[config.mk]
export PLATFORM = sky130hd
export DESIGN_NAME = fixed_float_conversion
export DESIGN_NICKNAME = d
export VERILOG_FILES = /design/src/rtl/fixed_float_conversion.sv
export SDC_FILE = /design/constraint.sdc
export NUM_CORES = 1
export LEC_CHECK = 0
export BUFFER_PORTS_ARGS = -buffer_cell sky130_fd_sc_hd__clkbuf_2
export CAP_MARGIN = 30
export CORE_UTILIZATION = 53
export CTS_CLUSTER_SIZE = 28
export DETAILED_ROUTE_END_ITERATION = 16
export PLACE_DENSITY_LB_ADDON = 0.08
export SYNTH_ARGS = -nofsm -noshare
export SYNTH_HDL_FRONTEND = slang
export SYNTH_SLANG_ARGS = --single-unit
[constraint.sdc]
create_clock -name clk -period 2 [get_ports clk]
set_clock_uncertainty 0.15 [all_clocks]
set_input_delay 0.1 -clock clk [delete_from_list [all_inputs] [get_ports clk]]
set_output_delay 0.1 -clock clk [all_outputs]
set_load 0.02 [all_outputs]
[src/rtl/fixed_float_conversion.sv]
// rtl/fixed_float_conversion.sv - sign-magnitude Q1.20 fixed point to IEEE-754 single converter
// Normalizes by shifting left one bit per cycle; the exponent is derived from the shift count.
module fixed_float_conversion (
   input  logic        clk,
   input  logic        reset,
   input  logic        enable,
   input  logic [21:0] data,
   output logic [31:0] result,
   output logic        done,
   output logic        busy
);

   typedef enum logic [1:0] {IDLE, NORM, OUT} state_t;

   state_t      state_q, state_d;
   logic        sign_q, sign_d;
   logic        zero_q, zero_d;
   logic [20:0] mag_q, mag_d;
   logic [4:0]  cnt_q, cnt_d;
   logic [31:0] result_q, result_d;
   logic        done_q, done_d;

   always_ff @(posedge clk or posedge reset) begin
      if (reset) begin
         state_q  <= IDLE;
         sign_q   <= 1'b0;
         zero_q   <= 1'b0;
         mag_q    <= '0;
         cnt_q    <= '0;
         result_q <= '0;
         done_q   <= 1'b0;
      end else begin
         state_q  <= state_d;
         sign_q   <= sign_d;
         zero_q   <= zero_d;
         mag_q    <= mag_d;
         cnt_q    <= cnt_d;
         result_q <= result_d;
         done_q   <= done_d;
      end
   end

   always_comb begin
      state_d  = state_q;
      sign_d   = sign_q;
      zero_d   = zero_q;
      mag_d    = mag_q;
      cnt_d    = cnt_q;
      result_d = result_q;
      done_d   = 1'b0;
      case (state_q)
         IDLE: begin
            if (enable) begin
               sign_d  = data[21];
               mag_d   = data[20:0];
               cnt_d   = 5'd0;
               zero_d  = (data[20:0] == 21'd0);
               state_d = (data[20:0] == 21'd0) ? OUT : NORM;
            end
         end
         NORM: begin
            // mag is nonzero here, so the loop ends within 20 shifts
            if (mag_q[20]) begin
               state_d = OUT;
            end else begin
               mag_d = {mag_q[19:0], 1'b0};
               cnt_d = cnt_q + 5'd1;
            end
         end
         OUT: begin
            // zero input always yields +0, the sign is dropped
            result_d = zero_q ? 32'h0000_0000
                              : {sign_q, 8'd127 - {3'b000, cnt_q}, mag_q[19:0], 3'b000};
            done_d   = 1'b1;
            state_d  = IDLE;
         end
         default: state_d = IDLE;
      endcase
   end

   assign result = result_q;
   assign done   = done_q;
   assign busy   = (state_q != IDLE);

endmodule

==> results_dict.tcl, run 1 <==
set metrics [dict create \
    outcome "finished with violations" \
    violations "design-rule violations" \
    p_seq_share_pct 41.4 \
    drtIter0Drc 153 \
    numPortBuffers 54 \
    ys_seq_elements 58 \
    ctsResizeCount 0 \
    swShare_pct 38.5 \
    avgRoutedWirePerCell_um 14.5 \
    met2_usage_pct 39.0 \
    start_kind "primary input" \
    drt-vias-per-instance 5.58 \
    leakagePower_nw 1.71 \
    grt_pass1_wl_um 9340 \
    critPathKind "in2reg" \
    grt_util_met3_pct 4.42 \
    ios 59 \
    synthesis.area_mm2 0.00253 \
    die_area_mm2 0.00506 \
    first_pass_iters 11 \
    synth_ff_type "dfrtp_1" \
    finish.utilization_pct 73.2 \
    synth_warnings 0 \
    fill_cells 352 \
    clk_pin_slew_ns 0.06 \
    cts_buffer_depth 2 \
    drt-total-wl_um 5460 \
    hold_path_class "in2reg" \
    route.detailed.drc 6 \
    cp-end-kind "flip-flop" \
    max-slew-margin-rel_pct 62.1 \
    die_w_um 71.1 \
    clk_latency_ns 0.33 \
    critPathRequiredTime_ns 2.11 \
    htreeDepth 3 \
    grt_pass1_vias 2045 \
    rsz0062_at_grt "no" \
    coreArea_mm2 0.00447 \
    synthDistinctLibCells 41 \
    syn2layout_area_growth_pct 29.3 \
    ys_seq_area_share_pct 57.3 \
    synth_area_per_cell_um2 10.5 \
    start_util_pct 56.6 \
    fmax_mhz 542 \
    maxCapViolations 0 \
    placed_area_mm2 0.00286 \
    synth_top_area_share_pct 57.3 \
    critPathMaxFanout 2 \
    ff_latch_area_mm2 0.00145 \
    multiInputGateArea_um2 966 \
    ant_nets 0 \
    synth_edf_count 0 \
    routabilityCongestion 0.812 \
    grt_util_met1_pct 32.6 \
    setup_violations 0 \
    final_max_slew_viol_count 0 \
    cts_hold_buf 23 \
    finalCritPeriodShare_pct 92.3 \
    synthArstFlopShare_pct 100 \
    p_per_area_mw_per_mm2 1520 \
    peakVddDrop_v 0.000943 \
    die_h_um 71.1 \
    cts_tree "done" \
    numCtsBuffers 9 \
    insertedDiodeCount 0 \
    dp_hpwl_um 3620 \
    comb_power_share_pct 38.9 \
    yosys.area.top_type "dfrtp_1" \
    power_switching_w 0.00192 \
    rows 24 \
    antenna_found_initial 0 \
    nets 345 \
    grt_overflow 0 \
    postCtsSetupBuffers 0 \
    vias 2097 \
    fin_setup_tns_ns 0 \
    grt-busiest-layer "met2" \
    cts_root_buf "clkbuf_8" \
    drive_gt1_share_pct 28.7 \
    grt_use_total_pct 24.4 \
    p_int_w 0.00306 \
    synthTopCellsByArea "dfrtp_1 57%, nand2_1 7.0%, a22o_1 6.2%, a21o_1 5.3%, o21ai_0 4.7%" \
    grt_max_degree 34 \
    worst_pin_slew_ns 0.568 \
    fin_crit_ns 1.85 \
    finalPower_w 0.00498 \
    p_clk_share_pct 19.7 \
    clock_sinks 58 \
    hold_viol 0 \
    cp.arrival_ns 1.96 \
    stdcell_area_mm2 0.00328 \
    syn_inst 241 \
]
[cell usage after synthesis (2+ instances only)]
cell type	count
a21o_1	18
a21oi_1	3
a22o_1	18
buf_1	2
buf_2	5
buf_4	5
clkbuf_1	11
dfrtp_1	58
inv_1	6
mux2_2	2
nand2_1	47
nand2b_1	2
nand4_1	2
nor2_1	4
nor3_1	2
nor4_1	3
o21ai_0	24
o31ai_1	6
[power groups by stage]
stage | Sequential [W] | Clock [W] | Combinational [W]
6_report | 0.00206 | 0.000979 | 0.00194
5_1_grt | 0.00214 | 0.00104 | 0.00217
4_1_cts | 0.00206 | 0.000997 | 0.00195
3_5_place_dp | 0.00207 | 0 | 0.00191
3_3_place_gp | 0.00205 | 0 | 0.00187
2_1_floorplan | 0.00227 | 0 | 0.00114
[path summary, 6_finish.rpt]
path	slack, ns	startpoint	cells past startpoint	end
max in group asynchronous	0.92	reset	4	result[23]
max	0.15	data[9]	5	state_q[1]
min	0.06	data[20]	3	mag_q[20]
max reg2reg	0.24	state_q[1]	3	cnt_q[3]
min in group asynchronous	0.21	reset	3	result[15]
min reg2reg	0.31	cnt_q[4]	1	result[27]
[area by class of cell]
| cell class | count | share of cell area (%) |
|---|---|---|
| clock buffers | 14 | 5.27 |
| well taps | 52 | 1.99 |
| flip-flops and latches | 58 | 44.3 |
| multi-input cells | 157 | 29.5 |
| inverters | 6 | 0.688 |
| clock inverters | 2 | 0.306 |
| repair buffers | 87 | 18.0 |
[metrics by stage]
stage / hold slack, ns / setup WS [ns] / instances
4_1_cts: 0.0541 / 0.181 / 376
3_5_place_dp: 0.0199 / 0.283 / 337
5_1_grt: 0.0857 / 0.126 / 376
2_1_floorplan: 0.0897 / 0.288 / 244
3_3_place_gp: 0.0250 / 0.320 / 337
6_report: 0.0643 / 0.154 / 376
[routing by layer]
layer | share of wire [%] | wire length, um | up-vias
li1 | - | - | 1003
met1 | 45 | 2480 | 1016
met2 | 48 | 2640 | 67
met3 | 4.5 | 244 | 11
met4 | 1.9 | 103 | 0
met5 | 0 | 0 | -
[state kept, by name, indices dropped and copies added, names as in the netlist]
register / flops
state_q: 2
result: 27
zero_q: 1
cnt_q: 5
mag_q: 21
sign_q: 1
done: 1
[layout by cell type, fill, tap and decap left out, drive strengths merged, types with 2 or more instances in the layout]
cell type     n
nand4         2
buf          10
clkinv        2
o31ai         6
nor4          3
inv           6
or4           2
a21oi         3
a21o         18
mux2          2
dfrtp        58
nand2b        2
o22ai         2
clkbuf       68
nand2        47
nor3b         2
dlygate4sd3  23
conb          4
o21ai        25
nor2          4
nor3          2
a22o         19
[worst max-delay path: stages]
cell	delay, ns
dlygate4sd3_1	0.54
clkbuf_2	0.12
or4_4	0.53
or4b_4	0.55
o21ai_2	0.12
[cell families after synthesis]
| family | synth area share, % |
|---|---|
| compound gates | 21.9 |
| fa+ha+maj | 0.494 |
| buf+inv | 5.29 |
| flops | 57.3 |
| xor+xnor | 0.346 |
| simple gates | 13.6 |
| other cells | 0.148 |
| mux | 0.889 |
Note: power is estimated with default switching activity, not from simulation.
==> run 2, diff against run 1 <==
--- a/config.mk
+++ b/config.mk
@@ -10,3 +10,2 @@
 export CORE_UTILIZATION = 53
-export CTS_CLUSTER_SIZE = 28
 export DETAILED_ROUTE_END_ITERATION = 16
==> constraint.sdc (replaced) <==
create_clock -name clk -period 2 [get_ports clk]
set_clock_uncertainty 0.15 [all_clocks]
set_input_delay 0.3 -clock clk [delete_from_list [all_inputs] [get_ports clk]]
set_output_delay 0.3 -clock clk [all_outputs]
set_load 0.02 [all_outputs]
==> run 2 against run 1 <==
Net effect: non-clock buffer count shrank 22; final cell count shrank 5.9%; wire length shrank 6.9%; final area shrank 7.3%; largest power group unchanged; clock power shrank 6.1%; via count shrank 8.3%; largest cell class unchanged; die area is the same; critical endpoint is now state_q[0]; highest routed layer unchanged; the run still ends with design-rule violations left; maximum frequency grew 6.1%.
==> results_dict.tcl, run 2 (synthesis gave the netlist of run 1 again) <==
set metrics [dict create \
    cts_root_buf "clkbuf_8" \
    start_kind "flip-flop" \
    route.detailed.drc 2 \
    cp-end-kind "flip-flop" \
    ant_nets 0 \
    p_per_area_mw_per_mm2 1600 \
    cp_slowest_stage_delay_ns 0.47 \
    die_h_um 71.1 \
    setup_violations 0 \
    p_clk_share_pct 19.0 \
    swShare_pct 38.9 \
    ctsResizeCount 0 \
    dp_hpwl_um 3380 \
    rows 24 \
    grt_max_degree 59 \
    leakagePower_nw 1.61 \
    fin_setup_tns_ns 0 \
    crit_chain "nor3b_2 > buf_4 > or4_1 > o22a_1" \
    drtIter0Drc 164 \
    cts_buffer_depth 2 \
    syn2layout_area_growth_pct 19.9 \
    numPortBuffers 54 \
    avgRoutedWirePerCell_um 14.4 \
    hold_viol 0 \
    numCtsBuffers 9 \
    rsz0062_at_grt "no" \
    antenna_found_initial 0 \
    violations "design-rule violations" \
    first_pass_iters 11 \
    grt_overflow 0 \
    drt-vias-per-instance 5.43 \
    finalPower_w 0.00485 \
    grt_use_total_pct 23.1 \
    nets 323 \
    cts_tree "done" \
    postCtsSetupBuffers 0 \
    start_util_pct 56.6 \
    critPathKind "reg2reg" \
    layout_common_cells "58 x dfrtp_1, 54 x clkbuf_2, 47 x nand2_1" \
    p_seq_share_pct 42.1 \
    insertedDiodeCount 0 \
    grt_pass1_wl_um 8680 \
    cts_hold_buf 1 \
    hold_path_class "in2reg" \
    htreeDepth 3 \
    critPathRequiredTime_ns 2.07 \
    finalCritPeriodShare_pct 87.0 \
    fin_crit_ns 1.74 \
    cp.arrival_ns 1.81 \
    routabilityCongestion 0.764 \
    drt-total-wl_um 5090 \
    vias 1922 \
    die_w_um 71.1 \
    clk_latency_ns 0.33 \
    comb_power_share_pct 38.9 \
    layout_commonest_cell "dfrtp_1" \
    coreArea_mm2 0.00447 \
    fmax_mhz 575 \
    final_max_slew_viol_count 0 \
    ios 59 \
    die_area_mm2 0.00506 \
    power_switching_w 0.00188 \
    p_int_w 0.00296 \
    grt_pass1_vias 1802 \
    maxCapViolations 0 \
    clock_sinks 58 \
    cpMaxStageDelayCell "dfrtp_1" \
    drive_gt1_share_pct 30.5 \
    outcome "finished with violations" \
    clk_pin_slew_ns 0.06 \
    critPathMaxFanout 10 \
    peakVddDrop_v 0.000785 \
    fill_cells 377 \
    largest_reg_flops 27 \
]
==> run 2: changes by cell type in the layout (fill, tap and decap cells not counted) <==
cell           before  now
clkbuf_1            2    3
clkbuf_8           12   10
clkinv_2            2    3
dlygate4sd3_1      23    1
==> run 2: stage by stage <==
step | instance area (um2) | instances | hold slack [ns] | setup WS (ns) | utilization, %
after detailed placement | 2860 | 337 | 0.215 | 0.188 | 64.0
after global placement | 2860 | 337 | 0.216 | 0.201 | 64.0
after floorplan | 2540 | 244 | 0.284 | 0.122 | -
after CTS | 3040 | 354 | 0.0348 | 0.240 | 67.9
after global routing | 3040 | 354 | 0.0480 | 0.176 | 67.9
final | 3040 | 354 | 0.0478 | 0.260 | 67.9
==> run 2: path summary, 6_finish.rpt <==
check                            from         end  slack [ns]  cells past startpoint
setup / recovery           state_q[0]  state_q[0]        0.26                      4
max in group asynchronous       reset   result[8]        1.02                      4
hold / removal               data[21]      sign_q        0.05                      2
min in group asynchronous       reset  result[14]        0.40                      4
hold reg to reg              cnt_q[4]  result[27]        0.30                      1
setup reg to reg           state_q[0]  state_q[0]        0.26                      4
==> run 2: worst max-delay path, delay by kind of cell (launching register included) <==
kind                   cells  cell delay [ns]
AO/OA/AOI/OAI              1             0.16
buffers and inverters      1             0.17
flip-flops                 1             0.47
AND/OR/NAND/NOR            2             0.68
==> run 2: routing by layer <==
layer	up-vias	part of all wire, %	global-route usage, %
met5	-	0	0
met4	0	1.4	10.7
met3	6	3.8	6.55
met2	51	45	32.9
met1	906	49	32.9
li1	959	-	-
==> run 2: power groups by stage <==
stage | logic [W] | clock network [W] | registers [W]
global placement | 0.00187 | 0 | 0.00205
global route | 0.00211 | 0.00100 | 0.00213
CTS | 0.00191 | 0.000946 | 0.00205
detailed placement | 0.00190 | 0 | 0.00207
finish | 0.00188 | 0.000919 | 0.00204
floorplan | 0.00114 | 0 | 0.00227
==> run 2: final cells by class <==
class                   instances  area (um2)  share of cell area, %
repair buffers                 65         368                   12.1
clock inverters                 3        15.0                  0.494
multi-input cells             157         966                   31.8
well taps                      52        65.1                   2.14
flip-flops and latches         58        1450                   47.8
clock buffers                  13         149                   4.90
inverters                       6        22.5                  0.742
